[src/rtl/fetch_pc_sequencer_pkg.sv]
// Shared constants for the fetch PC sequencer: state encodings, default vectors
// and the instruction-alignment mask.
package fetch_pc_sequencer_pkg;

  localparam logic [1:0] ST_BOOT = 2'd0;
  localparam logic [1:0] ST_RUN  = 2'd1;
  localparam logic [1:0] ST_PEND = 2'd2;

  localparam logic [31:0] RESET_PC_DEF   = 32'h0000_0000;
  localparam logic [31:0] EXC_VECTOR_DEF = 32'h8000_0180;
  localparam logic [31:0] ALIGN_MASK     = 32'h0000_0003;

  function automatic logic is_aligned(input logic [31:0] addr);
    return (addr & ALIGN_MASK) == 32'h0;
  endfunction

endpackage

[src/rtl/fetch_pc_sequencer_pc_incrementer.sv]
// 32-bit +4 incrementer, wraps mod 2^32; shared by pc_plus_four and the sequential update.
module pc_incrementer (
  input  logic [31:0] pc_in,
  output logic [31:0] pc_out
);

  assign pc_out = pc_in + 32'd4;

endmodule

[src/rtl/fetch_pc_sequencer.sv]
// Fetch-stage PC sequencer: holds through stalls, buffers a stalled redirect,
// traps misaligned targets. Optional DELAY_SLOT_EN keeps the delay-slot fetch (no flush).
module fetch_pc_sequencer
  import fetch_pc_sequencer_pkg::*;
#(
  parameter logic [31:0] RESET_PC         = RESET_PC_DEF,
  parameter logic [31:0] EXCEPTION_VECTOR = EXC_VECTOR_DEF
) (
  input  logic        clk,
  input  logic        reset,
  input  logic        stall_fetch,
  input  logic        redirect_valid,
  input  logic [31:0] redirect_address,
  output logic [31:0] pc,
  output logic [31:0] pc_plus_four,
  output logic        fetch_valid,
  output logic        flush_decode,
  output logic        addr_error
);

  logic [1:0]  state_q, state_d;
  logic [31:0] pc_q, pc_d;
  logic [31:0] pend_q, pend_d;
  logic        err_q, err_d;
  logic        apply;
  logic [31:0] target;
  logic [31:0] pc_inc;

  pc_incrementer u_inc (
    .pc_in  (pc_q),
    .pc_out (pc_inc)
  );

  always_comb begin
    state_d = state_q;
    pc_d    = pc_q;
    pend_d  = pend_q;
    err_d   = err_q;
    apply   = 1'b0;
    target  = redirect_address;
    case (state_q)
      ST_BOOT: state_d = ST_RUN;
      ST_RUN: begin
        if (stall_fetch) begin
          if (redirect_valid) begin
            pend_d  = redirect_address;
            state_d = ST_PEND;
          end
        end else if (redirect_valid) begin
          apply = 1'b1;
        end else begin
          pc_d = pc_inc;
        end
      end
      ST_PEND: begin
        if (stall_fetch) begin
          if (redirect_valid) pend_d = redirect_address;
        end else begin
          // a fresh redirect in the applying cycle supersedes the buffered one
          apply   = 1'b1;
          target  = redirect_valid ? redirect_address : pend_q;
          state_d = ST_RUN;
        end
      end
      default: state_d = ST_BOOT;
    endcase
    if (apply) begin
      if (is_aligned(target)) begin
        pc_d = target;
      end else begin
        pc_d  = EXCEPTION_VECTOR;
        err_d = 1'b1;
      end
    end
  end

  always_ff @(posedge clk) begin
    if (reset) begin
      state_q <= ST_BOOT;
      pc_q    <= RESET_PC;
      pend_q  <= 32'h0;
      err_q   <= 1'b0;
    end else begin
      state_q <= state_d;
      pc_q    <= pc_d;
      pend_q  <= pend_d;
      err_q   <= err_d;
    end
  end

  assign pc           = pc_q;
  assign pc_plus_four = pc_inc;
  assign fetch_valid  = (state_q != ST_BOOT);
  assign addr_error   = err_q;

`ifdef DELAY_SLOT_EN
  assign flush_decode = 1'b0;
`else
  assign flush_decode = apply;
`endif

endmodule

[config.mk]
export PLATFORM = sky130hd
export DESIGN_NAME = fetch_pc_sequencer
export DESIGN_NICKNAME = d
export VERILOG_FILES = /design/src/rtl/fetch_pc_sequencer_pkg.sv /design/src/rtl/fetch_pc_sequencer_pc_incrementer.sv /design/src/rtl/fetch_pc_sequencer.sv
export SDC_FILE = /design/constraint.sdc
export NUM_CORES = 1
export LEC_CHECK = 0
export BUFFER_PORTS_ARGS = -buffer_cell sky130_fd_sc_hd__buf_2
export CAP_MARGIN = 0
export CORE_ASPECT_RATIO = 1.25
export CORE_MARGIN = 5
export CORE_UTILIZATION = 32
export CTS_CLUSTER_SIZE = 16
export DETAILED_ROUTE_END_ITERATION = 8
export PLACE_DENSITY = 0.66
export SLEW_MARGIN = 15
export SYNTH_ARGS = -nofsm -noshare
export SYNTH_HDL_FRONTEND = slang
export SYNTH_SLANG_ARGS = --single-unit
[constraint.sdc]
create_clock -name clk -period 1.9 [get_ports clk]
set_input_delay 0 -clock clk [delete_from_list [all_inputs] [get_ports clk]]
set_output_delay 0 -clock clk [all_outputs]
set_load 0.05 [all_outputs]
==> flow_metrics.py, run 1 <==
metrics = {
    "global_route": {
        "antenna_found_initial": 0,
        "grt_pass1_vias": 4930,
        "grt_max_degree": 58,
        "use_met2_pct": 36.1,
        "grt_overflow": 0,
        "grt.total_usage_pct": 20.8,
        "use_met1_pct": 25.2,
        "grt_util_met3_pct": 4.20,
        "grt_pass1_wl_um": 25400,
        "grt_busiest_layer": "met2",
    },
    "synthesis": {
        "synth_seq_area_share_pct": 33.2,
        "synth_seq_cells": 67,
        "syn-num-nets": 581,
        "netlist_area_mm2": 0.00404,
        "synth_top_flop_cell": "dfxtp_1",
        "synth_cell_types": 59,
        "synth-edff-count": 0,
        "async_flop_share_pct": 0,
        "synthCells": 541,
        "ys_warn_count": 0,
        "syn_avg_cell_area_um2": 7.46,
    },
    "placement": {
        "dpl.cell_count": 861,
        "post-dp-hpwl_um": 11600,
        "io_buffer_count": 102,
        "gp_congestion": 0.897,
    },
    "timing": {
        "setup-violations-final": 26,
        "fin_setup_tns_ns": -1.63,
        "hold_viol": 0,
        "fin_ws_ns": -0.159,
        "worst_pin_slew_ns": 0.696,
        "relSlewSlack_pct": 53.6,
        "fin_crit_ns": 2.06,
        "period_share_pct": 108,
        "drv_slew": 0,
        "max_freq_mhz": 486,
        "clock_skew_ns": 0.00902,
        "rsz0062_at_grt": "true",
    },
    "drt": {
        "drc": 0,
        "drt_first_pass_iters": 5,
        "post_drt_wl_per_cell_um": 18.1,
        "vias": 5167,
        "drt_iter0_drc": 366,
        "via_per_inst": 5.50,
        "final_antenna_net_count": 0,
        "wl_um": 17000,
    },
    "cts": {
        "cts-root-buf": "clkbuf_16",
        "cts_tree": "done",
        "clk_pin_slew_ns": 0.06,
        "clockBufferDepth": 2,
        "cts_sinks": 67,
        "cts_made_buffers": 9,
        "h-tree-depth": 3,
        "clock_latency_ns": 0.34,
    },
    "final_layout": {
        "regArea_mm2": 0.00144,
        "drive_gt1_share_pct": 51.2,
        "fin_cells": 940,
        "fin_nets": 807,
        "num_antenna_cells": 0,
        "fillers": 1062,
        "syn_to_final_growth_pct": 83.7,
        "multi_input_area_mm2": 0.00326,
    },
    "critical_path": {
        "worstReg2RegStart": "pc[11]$_SDFFE_PP0P_",
        "r2r_cells": 8,
        "cpPeakStageDelay_ns": 0.53,
        "cp.buffers_inverters": 1,
        "start_kind": "flip-flop",
        "worstSetupPathType": "flip-flop to output pin",
        "path_max_fanout": 3,
        "reg2reg_slack_ns": -0.10,
        "crit_chain": "and4_4 -> nand2_2 -> or4_4 -> nor2_4 -> xor2_4 -> buf_6",
        "path_delay_family": "simple AND/OR/NAND/NOR gates",
        "r2r-end": "pc[23]$_SDFFE_PP0P_",
        "end_kind": "output pin",
        "slowest_stage": "or4_4",
        "arrival_ns": 2.06,
        "worstPathRequired_ns": 1.90,
    },
    "floorplanning": {
        "dieArea_mm2": 0.0150,
        "die_w_um": 110,
        "io_pins": 103,
        "dieHeight_um": 136,
        "rows": 46,
        "initial_utilization_pct": 32.2,
        "core_region_area_mm2": 0.0125,
    },
    "flow_run": {
        "maxCapViolCount": 0,
    },
    "outcome": {
        "outcome": "complete, but fails checks",
        "violations": "setup timing",
    },
    "power": {
        "peakVddDrop_v": 0.000367,
        "total_power_w": 0.00398,
        "power_density_mw_per_mm2": 536,
        "cellInternalPower_w": 0.00275,
        "power.share.clock_pct": 39.7,
        "power.leakage_nw": 3.10,
        "swShare_pct": 30.9,
        "p_switching_w": 0.00123,
        "seqPwrFrac_pct": 36.9,
        "pwr-share-comb_pct": 23.4,
    },
    "worst_hold_path": {
        "hold_depth": 4,
        "hold_class": "primary input to flip-flop",
        "hp-start": "redirect_valid",
        "hold_end": "state_q[0]$_SDFFE_PP0P_",
    },
}
## cells in the final DEF (no fill, tap or decap), drive strengths merged, types with 7 or more instances in the layout
master / instances
a21oi: 66
o21ai: 17
nand2: 100
nand4: 12
clkbuf: 14
nor2: 16
inv: 16
nor3: 12
and4: 7
or3: 8
nand3: 52
xnor2: 19
buf: 226
nor4: 17
xor2: 8
dlygate4sd3: 32
a221o: 9
dfxtp: 67
## power by group through the flow
stage | Sequential (W) | Clock [W] | Combinational (W)
finish | 0.00147 | 0.00158 | 0.000929
global route | 0.00147 | 0.00166 | 0.000986
CTS | 0.00146 | 0.00159 | 0.000807
detailed placement | 0.00149 | 0 | 0.000685
global placement | 0.00149 | 0 | 0.000674
floorplan | 0.00153 | 0 | 0.000374
## logic make-up (layout without fill, tap and decap cells)
| family | count (synthesis) | count (layout) | share of synthesized area (%) |
|---|---|---|---|
| buf+inv | 61 | 292 | 6.45 |
| flops | 67 | 67 | 33.2 |
| compound gates | 129 | 129 | 19.9 |
| fa+ha+maj | 4 | 4 | 1.24 |
| mux | 1 | 1 | 0.248 |
| xor+xnor | 27 | 27 | 5.86 |
| simple gates | 252 | 252 | 33.1 |
## flip-flops by register name, indices dropped and copies added (netlist names)
signal and cells:
addr_error 1, pc 32, state_q 2, pend_q 32
## per-stage QoR
| stage | cell area [um2] | hold slack (ns) | setup slack (ns) | utilization (%) |
|---|---|---|---|---|
| 3_3_place_gp | 5800 | 0.257 | -0.163 | 46.2 |
| 6_report | 7420 | 0.272 | -0.159 | 59.1 |
| 2_1_floorplan | 4550 | 0.136 | -0.136 | - |
| 5_1_grt | 7420 | 0.287 | -0.211 | 59.1 |
| 3_5_place_dp | 5800 | 0.263 | -0.217 | 46.2 |
| 4_1_cts | 6880 | 0.182 | -0.184 | 54.8 |
## cells in the mapped netlist (3+ instances only)
library cell   n  share of area (%)
a211oi_1       3               0.56
a21o_1         3               0.56
a21oi_1       66                8.2
a221o_1        9                2.2
a221oi_1       4               0.87
a31oi_1        6               0.93
and2_1         6               0.93
and3_1         6               0.93
and4_1         5                1.1
buf_2         19                2.4
clkbuf_1      26                2.4
dfxtp_1       67                 33
ha_1           4                1.2
inv_1         13                1.2
nand2_1       98                9.1
nand3_1       51                6.3
nand4_1        9                1.4
nor2_1        14                1.3
nor3_1        12                1.5
nor4_1        14                2.2
nor4_2         3               0.93
o211ai_1       4               0.74
o21ai_0       11                1.4
o21ai_1        6               0.74
o32ai_1        3               0.65
or3_1          8                1.2
xnor2_1       19                4.1
xor2_1         8                1.7
## worst max path at each step
stage | startpoint | to | slack (ns) | cells past startpoint
after floorplan | pc[4]$_SDFFE_PP0P_ | pc_plus_four[31] | -0.14 | 7
after global placement | state_q[0]$_SDFFE_PP0P_ | pc[24]$_SDFFE_PP0P_ | -0.16 | 9
after detailed placement | state_q[0]$_SDFFE_PP0P_ | pc[24]$_SDFFE_PP0P_ | -0.22 | 9
after CTS | pc[11]$_SDFFE_PP0P_ | pc_plus_four[29] | -0.18 | 8
after global routing | state_q[0]$_SDFFE_PP0P_ | pc[14]$_SDFFE_PP0P_ | -0.21 | 10
final | pc[11]$_SDFFE_PP0P_ | pc_plus_four[31] | -0.16 | 6
## worst reg2reg max path: stages (launching register included)
cell     delay (ns)
dfxtp_4        0.37
and4_4         0.24
buf_6          0.11
nand4_4        0.12
buf_6          0.15
or3_4          0.40
buf_6          0.14
a21o_1         0.17
a32o_1         0.21
## layout make-up
type	count	share of cell area [%]
Multi-Input combinational cell	413	44.0
Timing Repair Buffer	262	29.3
Sequential cell	67	19.3
Clock buffer	10	3.22
Tap cell	168	2.83
Inverter	14	0.810
Clock inverter	6	0.523
## layer usage
metal	vias to the layer above	share of wire, %
li1	2402	-
met1	2462	40
met2	252	50
met3	51	6.2
met4	0	3.7
met5	-	0
## repair_timing
action,CTS,global route
pin swaps,32,49
hold buffers,32,0
setup buffers,14,18
gates resized for setup,92,92
endpoints found under the hold margin,33,0
endpoints found under the setup margin,52,52
cloned,2,2
No activity file was read; power rests on OpenSTA's default activity.
==> inputs of run 2 (changes only) <==
--- a/config.mk
+++ b/config.mk
@@ -9,11 +9,12 @@
 export CAP_MARGIN = 0
 export CORE_ASPECT_RATIO = 1.25
 export CORE_MARGIN = 5
-export CORE_UTILIZATION = 32
+export CORE_UTILIZATION = 48
 export CTS_CLUSTER_SIZE = 16
 export DETAILED_ROUTE_END_ITERATION = 8
-export PLACE_DENSITY = 0.66
+export PLACE_DENSITY = 0.87
 export SLEW_MARGIN = 15
 export SYNTH_ARGS = -nofsm -noshare
 export SYNTH_HDL_FRONTEND = slang
+export SYNTH_HIERARCHICAL = 1
 export SYNTH_SLANG_ARGS = --single-unit
==> run 2 against run 1 <==
Against the previous run:
- sequential share of layout area up 1.7 points
- final cell count down 19%
- clock power down 25%
- sequential cell count unchanged
- die area down 31%
- combinational power up 39%
- area after synthesis down 0.37%
- critical endpoint is now pc[21]$_SDFFE_PP0P_
- the run still ends with setup timing left
- setup slack worse by 0.12 ns
- worst hold slack worse by 0.073 ns
- global-route usage up 7.6 points
- register-to-register slack worse by 0.18 ns
- clock skew up 0.011 ns
- largest power group is now sequential cells
==> flow_metrics.py, run 2 <==
metrics = {
    "synthesis": {
        "syn-num-nets": 504,
        "yosysTopAreaCell": "dfxtp_1",
        "synth_most_common_cell": "nand2_1",
        "netlist_area_mm2": 0.00402,
        "synth_seq_area_share_pct": 33.3,
        "synth-edff-count": 0,
        "synth.area.top_cells": "dfxtp_1, mux2i_1, nand2_1, a221o_1, a21oi_2",
        "synth_top_flop_cell": "dfxtp_1",
        "async_flop_share_pct": 0,
        "ys_warn_count": 6,
        "synth_seq_cells": 67,
        "synthCells": 463,
        "synth.top_cells.by_count": "nand2_1, dfxtp_1, mux2i_1",
        "synth_cell_types": 36,
        "syn_avg_cell_area_um2": 8.69,
        "synth_top_area_share_pct": 33.3,
    },
    "critical_path": {
        "crit_chain": "nand4_1 -> buf_4 -> nor4_4 -> buf_6 -> nand4_1 -> xnor2_4 -> mux2i_1 -> a221o_1 -> a21oi_2",
        "cpPeakStageDelay_ns": 0.37,
        "slowest_stage": "dfxtp_4",
        "worstReg2RegStart": "pc[2]$_SDFFE_PP0P_",
        "end_kind": "flip-flop",
        "reg2reg_slack_ns": -0.28,
        "r2r_cells": 9,
        "path_max_fanout": 7,
        "r2r-end": "pc[21]$_SDFFE_PP0P_",
        "arrival_ns": 2.46,
        "crit_top_cell": "nand4_1",
        "worstSetupPathType": "flip-flop to flip-flop",
        "start_kind": "flip-flop",
        "worstPathRequired_ns": 2.18,
        "endpoint": "pc[21]$_SDFFE_PP0P_",
        "crit_start": "pc[2]$_SDFFE_PP0P_",
    },
    "timing": {
        "max_freq_mhz": 458,
        "relSlewSlack_pct": 53.6,
        "fin_crit_ns": 2.18,
        "setup-violations-final": 43,
        "period_share_pct": 115,
        "hold_viol": 0,
        "worst_pin_slew_ns": 0.696,
        "clock_skew_ns": 0.0198,
        "fin_ws_ns": -0.282,
        "rsz0062_at_grt": "true",
        "drv_slew": 0,
        "fin_setup_tns_ns": -4.90,
    },
    "placement": {
        "post-dp-hpwl_um": 9520,
        "io_buffer_count": 102,
        "gp_congestion": 0.875,
        "dpl.cell_count": 699,
        "place_ws_ns": -0.216,
    },
    "power": {
        "swShare_pct": 34.7,
        "power.share.clock_pct": 29.5,
        "cellInternalPower_w": 0.00262,
        "total_power_w": 0.00402,
        "pwr-share-comb_pct": 32.1,
        "power.leakage_nw": 2.85,
        "p_switching_w": 0.00139,
        "peakVddDrop_v": 0.000603,
        "seqPwrFrac_pct": 38.4,
        "power_density_mw_per_mm2": 597,
    },
    "global_route": {
        "grt_overflow": 0,
        "antenna_found_initial": 0,
        "grt_pass1_vias": 4801,
        "grt_pass1_wl_um": 23600,
        "grt_max_degree": 36,
        "grt.total_usage_pct": 28.4,
    },
    "cts": {
        "clk_pin_slew_ns": 0.07,
        "clock_latency_ns": 0.37,
        "h-tree-depth": 3,
        "cts_sinks": 67,
        "cts_made_buffers": 9,
        "clockBufferDepth": 2,
        "cts_tree": "done",
        "cts-root-buf": "clkbuf_8",
    },
    "final_layout": {
        "layout_common_cells": "nand2_1, buf_2, buf_4",
        "final_util_pct": 82.1,
        "fillers": 426,
        "num_antenna_cells": 0,
        "syn_to_final_growth_pct": 67.3,
        "fin_nets": 703,
        "drive_gt1_share_pct": 47.7,
        "final_common_cell": "nand2_1",
        "fin_cells": 764,
    },
    "drt": {
        "maxUsedRoutingLayer": "met4",
        "wl_met3_um": 1110,
        "wl_um": 16400,
        "met1_length_um": 5800,
        "wl_met2_um": 8400,
        "via_per_inst": 6.17,
        "final_antenna_net_count": 0,
        "vias": 4716,
        "post_drt_wl_per_cell_um": 21.4,
        "drt_first_pass_iters": 9,
        "drc": 0,
        "drt_iter0_drc": 397,
    },
    "floorplanning": {
        "dieHeight_um": 112,
        "core_region_area_mm2": 0.00819,
        "die_w_um": 91.9,
        "initial_utilization_pct": 49.1,
        "io_pins": 103,
        "rows": 37,
        "dieArea_mm2": 0.0103,
    },
    "outcome": {
        "outcome": "complete, but fails checks",
        "violations": "setup timing",
    },
    "flow_run": {
        "maxCapViolCount": 0,
    },
    "worst_hold_path": {
        "hold_class": "primary input to flip-flop",
    },
}
[run 2: cell count changes after synthesis, moves of 8 or more]
cell and delta:
a21oi_1 -29, a221o_1 +18, clkbuf_1 -10, or3_1 -8, nor4_1 -14, nand3_1 -40
buf_2 -12, a21oi_2 +25, o21ai_0 -11, mux2i_1 +63
[run 2: how the worst min path moves through the flow]
stage | start | to | slack [ns] | depth (start not counted)
2_1_floorplan | redirect_address[2] | pc[2]$_SDFFE_PP0P_ | 0.13 | 2
3_3_place_gp | redirect_address[8] | pend_q[8]$_SDFFE_PP0P_ | 0.26 | 3
3_5_place_dp | redirect_address[7] | pend_q[7]$_SDFFE_PP0P_ | 0.27 | 3
4_1_cts | stall_fetch | state_q[1]$_SDFFE_PP0P_ | 0.16 | 4
5_1_grt | reset | pend_q[17]$_SDFFE_PP0P_ | 0.23 | 2
6_report | reset | pend_q[3]$_SDFFE_PP0P_ | 0.20 | 2
[run 2: worst max-delay path: cells and delay by family (launching register included)]
kind	cells	cell delay (ns)
DFF	1	0.37
AOI/OAI and AO/OA	2	0.44
muxes	1	0.14
buffers and inverters	2	0.37
and+or+nand+nor	3	0.53
xor gates and xnor gates	1	0.25
[run 2: cells by family (layout without fill, tap and decap cells)]
logic type	after synthesis	count (layout)	share of synthesized area [%]
DFF	67	67	33.3
adders and majority gates	5	5	1.56
muxes	65	65	16.2
xor gates and xnor gates	28	28	6.10
buffers and inverters	43	247	5.91
and+or+nand+nor	160	160	18.7
AOI/OAI and AO/OA	95	95	18.2
[run 2: power groups by stage]
stage / clock network (W) / registers (W) / logic [W]
finish: 0.00119 / 0.00154 / 0.00129
global route: 0.00126 / 0.00155 / 0.00135
CTS: 0.00117 / 0.00153 / 0.00119
detailed placement: 0 / 0.00156 / 0.00108
global placement: 0 / 0.00155 / 0.00105
floorplan: 0 / 0.00172 / 0.000592
[run 2: final cells by class]
cell class | count | area [um2] | share of cell area, %
multi-input cells | 353 | 3130 | 46.5
clock buffers | 13 | 149 | 2.21
well taps | 97 | 121 | 1.80
clock inverters | 3 | 38.8 | 0.576
inverters | 7 | 35.0 | 0.521
flip-flops and latches | 67 | 1410 | 21.0
repair buffers | 224 | 1840 | 27.4
[run 2: metal layers]
layer / track usage, % / vias up
met5: 0 / -
li1: - / 2051
met3: 5.43 / 102
met1: 29.7 / 2239
met2: 52.4 / 324
met4: 16.4 / 0
[run 2: through the flow]
step / hold slack [ns] / area [um2]
global placement: 0.256 / 5650
floorplan: 0.126 / 4630
CTS: 0.160 / 6440
detailed placement: 0.268 / 5650
finish: 0.199 / 6730
global route: 0.230 / 6730
[run 2: repair_timing]
item,in CTS,in global routing
setup buffers,7,9
endpoints found under the hold margin,59,0
gates resized for setup,64,47
setup endpoints to repair,46,55
pin swaps,19,8
gates cloned,0,1
hold buffers,32,0
==> inputs of run 3 (changes only) <==
--- a/config.mk
+++ b/config.mk
@@ -12,9 +12,11 @@
 export CORE_UTILIZATION = 48
 export CTS_CLUSTER_SIZE = 16
 export DETAILED_ROUTE_END_ITERATION = 8
+export GPL_ROUTABILITY_DRIVEN = 0
 export PLACE_DENSITY = 0.87
 export SLEW_MARGIN = 15
 export SYNTH_ARGS = -nofsm -noshare
 export SYNTH_HDL_FRONTEND = slang
 export SYNTH_HIERARCHICAL = 1
 export SYNTH_SLANG_ARGS = --single-unit
+export TNS_END_PERCENT = 5
==> run 3 against run 2 <==
Against the previous run:
- the flow still finishes with violations (setup timing)
- final cell count decreased by 2.1%
- register-to-register slack improved by 0.14 ns
- critical endpoint is now pc_plus_four[31]
- sequential power about the same
- worst hold slack got worse by 0.064 ns
- setup slack improved by 0.041 ns
- clock-buffer cell count unchanged
- global-route usage decreased by 2.8 points
- die area unchanged
- cell area decreased by 8.8%
- largest power group unchanged
- sequential cell count unchanged
- maximum frequency increased by 1.9%
==> flow_metrics.py, run 3 (synthesized netlist as in run 2, its figures left out) <==
metrics = {
    "floorplanning": {
        "die_w_um": 91.9,
        "dieArea_mm2": 0.0103,
        "initial_utilization_pct": 49.1,
        "dieHeight_um": 112,
        "io_pins": 103,
        "core_region_area_mm2": 0.00819,
        "rows": 37,
    },
    "timing": {
        "drv_slew": 0,
        "max_freq_mhz": 467,
        "setup-violations-final": 30,
        "relSlewSlack_pct": 72.6,
        "rsz0062_at_grt": "true",
        "hold_ws_ns": 0.136,
        "period_share_pct": 113,
        "fin_crit_ns": 2.14,
        "clock_skew_ns": 0.0132,
        "hold_viol": 0,
        "fin_ws_ns": -0.241,
        "fin_setup_tns_ns": -2.10,
        "worst_pin_slew_ns": 0.409,
    },
    "placement": {
        "io_buffer_count": 102,
        "post-dp-hpwl_um": 8900,
        "dpl-instance-area_mm2": 0.00538,
    },
    "final_layout": {
        "drive_gt1_share_pct": 44.4,
        "num_antenna_cells": 0,
        "final_util_pct": 74.9,
        "fin_nets": 687,
        "final_cell_area_mm2": 0.00613,
        "final_common_cell": "nand2_1",
        "syn_to_final_growth_pct": 52.5,
        "layout_common_cells": "nand2_1, buf_2, buf_4",
    },
    "cts": {
        "cts-root-buf": "clkbuf_8",
        "clockBufferDepth": 2,
        "clk_pin_slew_ns": 0.07,
        "cts_sinks": 67,
        "clock_latency_ns": 0.35,
        "h-tree-depth": 3,
        "cts_made_buffers": 9,
        "cts_tree": "done",
    },
    "global_route": {
        "antenna_found_initial": 0,
        "grt_max_degree": 68,
        "grt.total_usage_pct": 25.6,
        "grt_pass1_wl_um": 21400,
        "grt_overflow": 0,
        "grt_pass1_vias": 4442,
    },
    "critical_path": {
        "worstSetupPathType": "flip-flop to output pin",
        "path_max_fanout": 7,
        "start_kind": "flip-flop",
        "worstPathRequired_ns": 1.90,
        "r2r_cells": 9,
        "end_kind": "output pin",
        "arrival_ns": 2.14,
    },
    "drt": {
        "wl_um": 13700,
        "drc": 0,
        "drt_iter0_drc": 342,
        "final_antenna_net_count": 0,
        "via_per_inst": 5.96,
        "post_drt_wl_per_cell_um": 18.3,
        "vias": 4455,
        "drt_first_pass_iters": 5,
    },
    "power": {
        "power_density_mw_per_mm2": 608,
        "total_power_w": 0.00373,
        "peakVddDrop_v": 0.000445,
        "power.leakage_nw": 2.61,
    },
    "flow_run": {
        "maxCapViolCount": 0,
    },
    "worst_hold_path": {
        "hold_depth": 3,
        "hold_class": "primary input to flip-flop",
    },
    "outcome": {
        "violations": "setup timing",
        "outcome": "complete, but fails checks",
    },
}
[run 3: cell types whose count changed in the layout (fill, tap and decap cells not counted), moves of 5 or more]
cell	change
buf_4	+9
buf_6	-18
nand2_4	-5
xnor2_2	+9
xnor2_4	-10
xor2_4	-5
[run 3: routing by layer]
metal  vias to the layer above  part of all wire [%]  track usage, %
li1                       2010                     -               -
met1                      2148                    37            27.9
met2                       234                    52            46.1
met3                        63                   6.4            4.29
met4                         0                   5.1            15.5
met5                         -                     0               0
[run 3: power by group]
group | leakage, nW | switching [W] | internal [W]
Combinational | 1.97 | 0.000715 | 0.000448
Clock | 0.0872 | 0.000531 | 0.000504
Sequential | 0.558 | 0.0000582 | 0.00147
[run 3: cell type report]
type                    count  area, um2
flip-flops and latches     67       1400
inverters                   7       26.3
clock buffers              13        149
fillers                   489       2060
multi-input cells         353       2840
well taps                  97        121
repair buffers            208       1590
clock inverters             3       15.0
[run 3: what timing repair did]
item / CTS / global route
hold endpoints to repair: 59 / 0
resized for setup: 51 / 23
pin swaps: 12 / 7
hold buffers: 32 / 0
setup endpoints to repair: 52 / 54
buffers inserted: 4 / 1
[run 3: path summary, 6_finish.rpt]
check,to,slack [ns],from
min reg2reg,pend_q[21]$_SDFFE_PP0P_,0.46,pend_q[21]$_SDFFE_PP0P_
max reg2reg,pc[25]$_SDFFE_PP0P_,-0.14,pc[15]$_SDFFE_PP0P_
min,pend_q[4]$_SDFFE_PP0P_,0.14,reset
max,pc_plus_four[31],-0.24,pc[15]$_SDFFE_PP0P_
[run 3: worst max-delay path, cell delays in order, from the launching register on]
cell and delay, ns:
dfxtp_2 0.36, nand3_4 0.09, buf_6 0.12, nor4_4 0.29, buf_6 0.17, nand4_1 0.20, xnor2_2 0.26, buf_4 0.15
buf_8 0.13
[run 3: stage by stage]
stage / setup slack [ns] / instances
6_report: -0.241 / 748
5_1_grt: -0.293 / 748
4_1_cts: -0.177 / 747
3_5_place_dp: -0.223 / 695
3_3_place_gp: -0.107 / 695
2_1_floorplan: -0.655 / 463
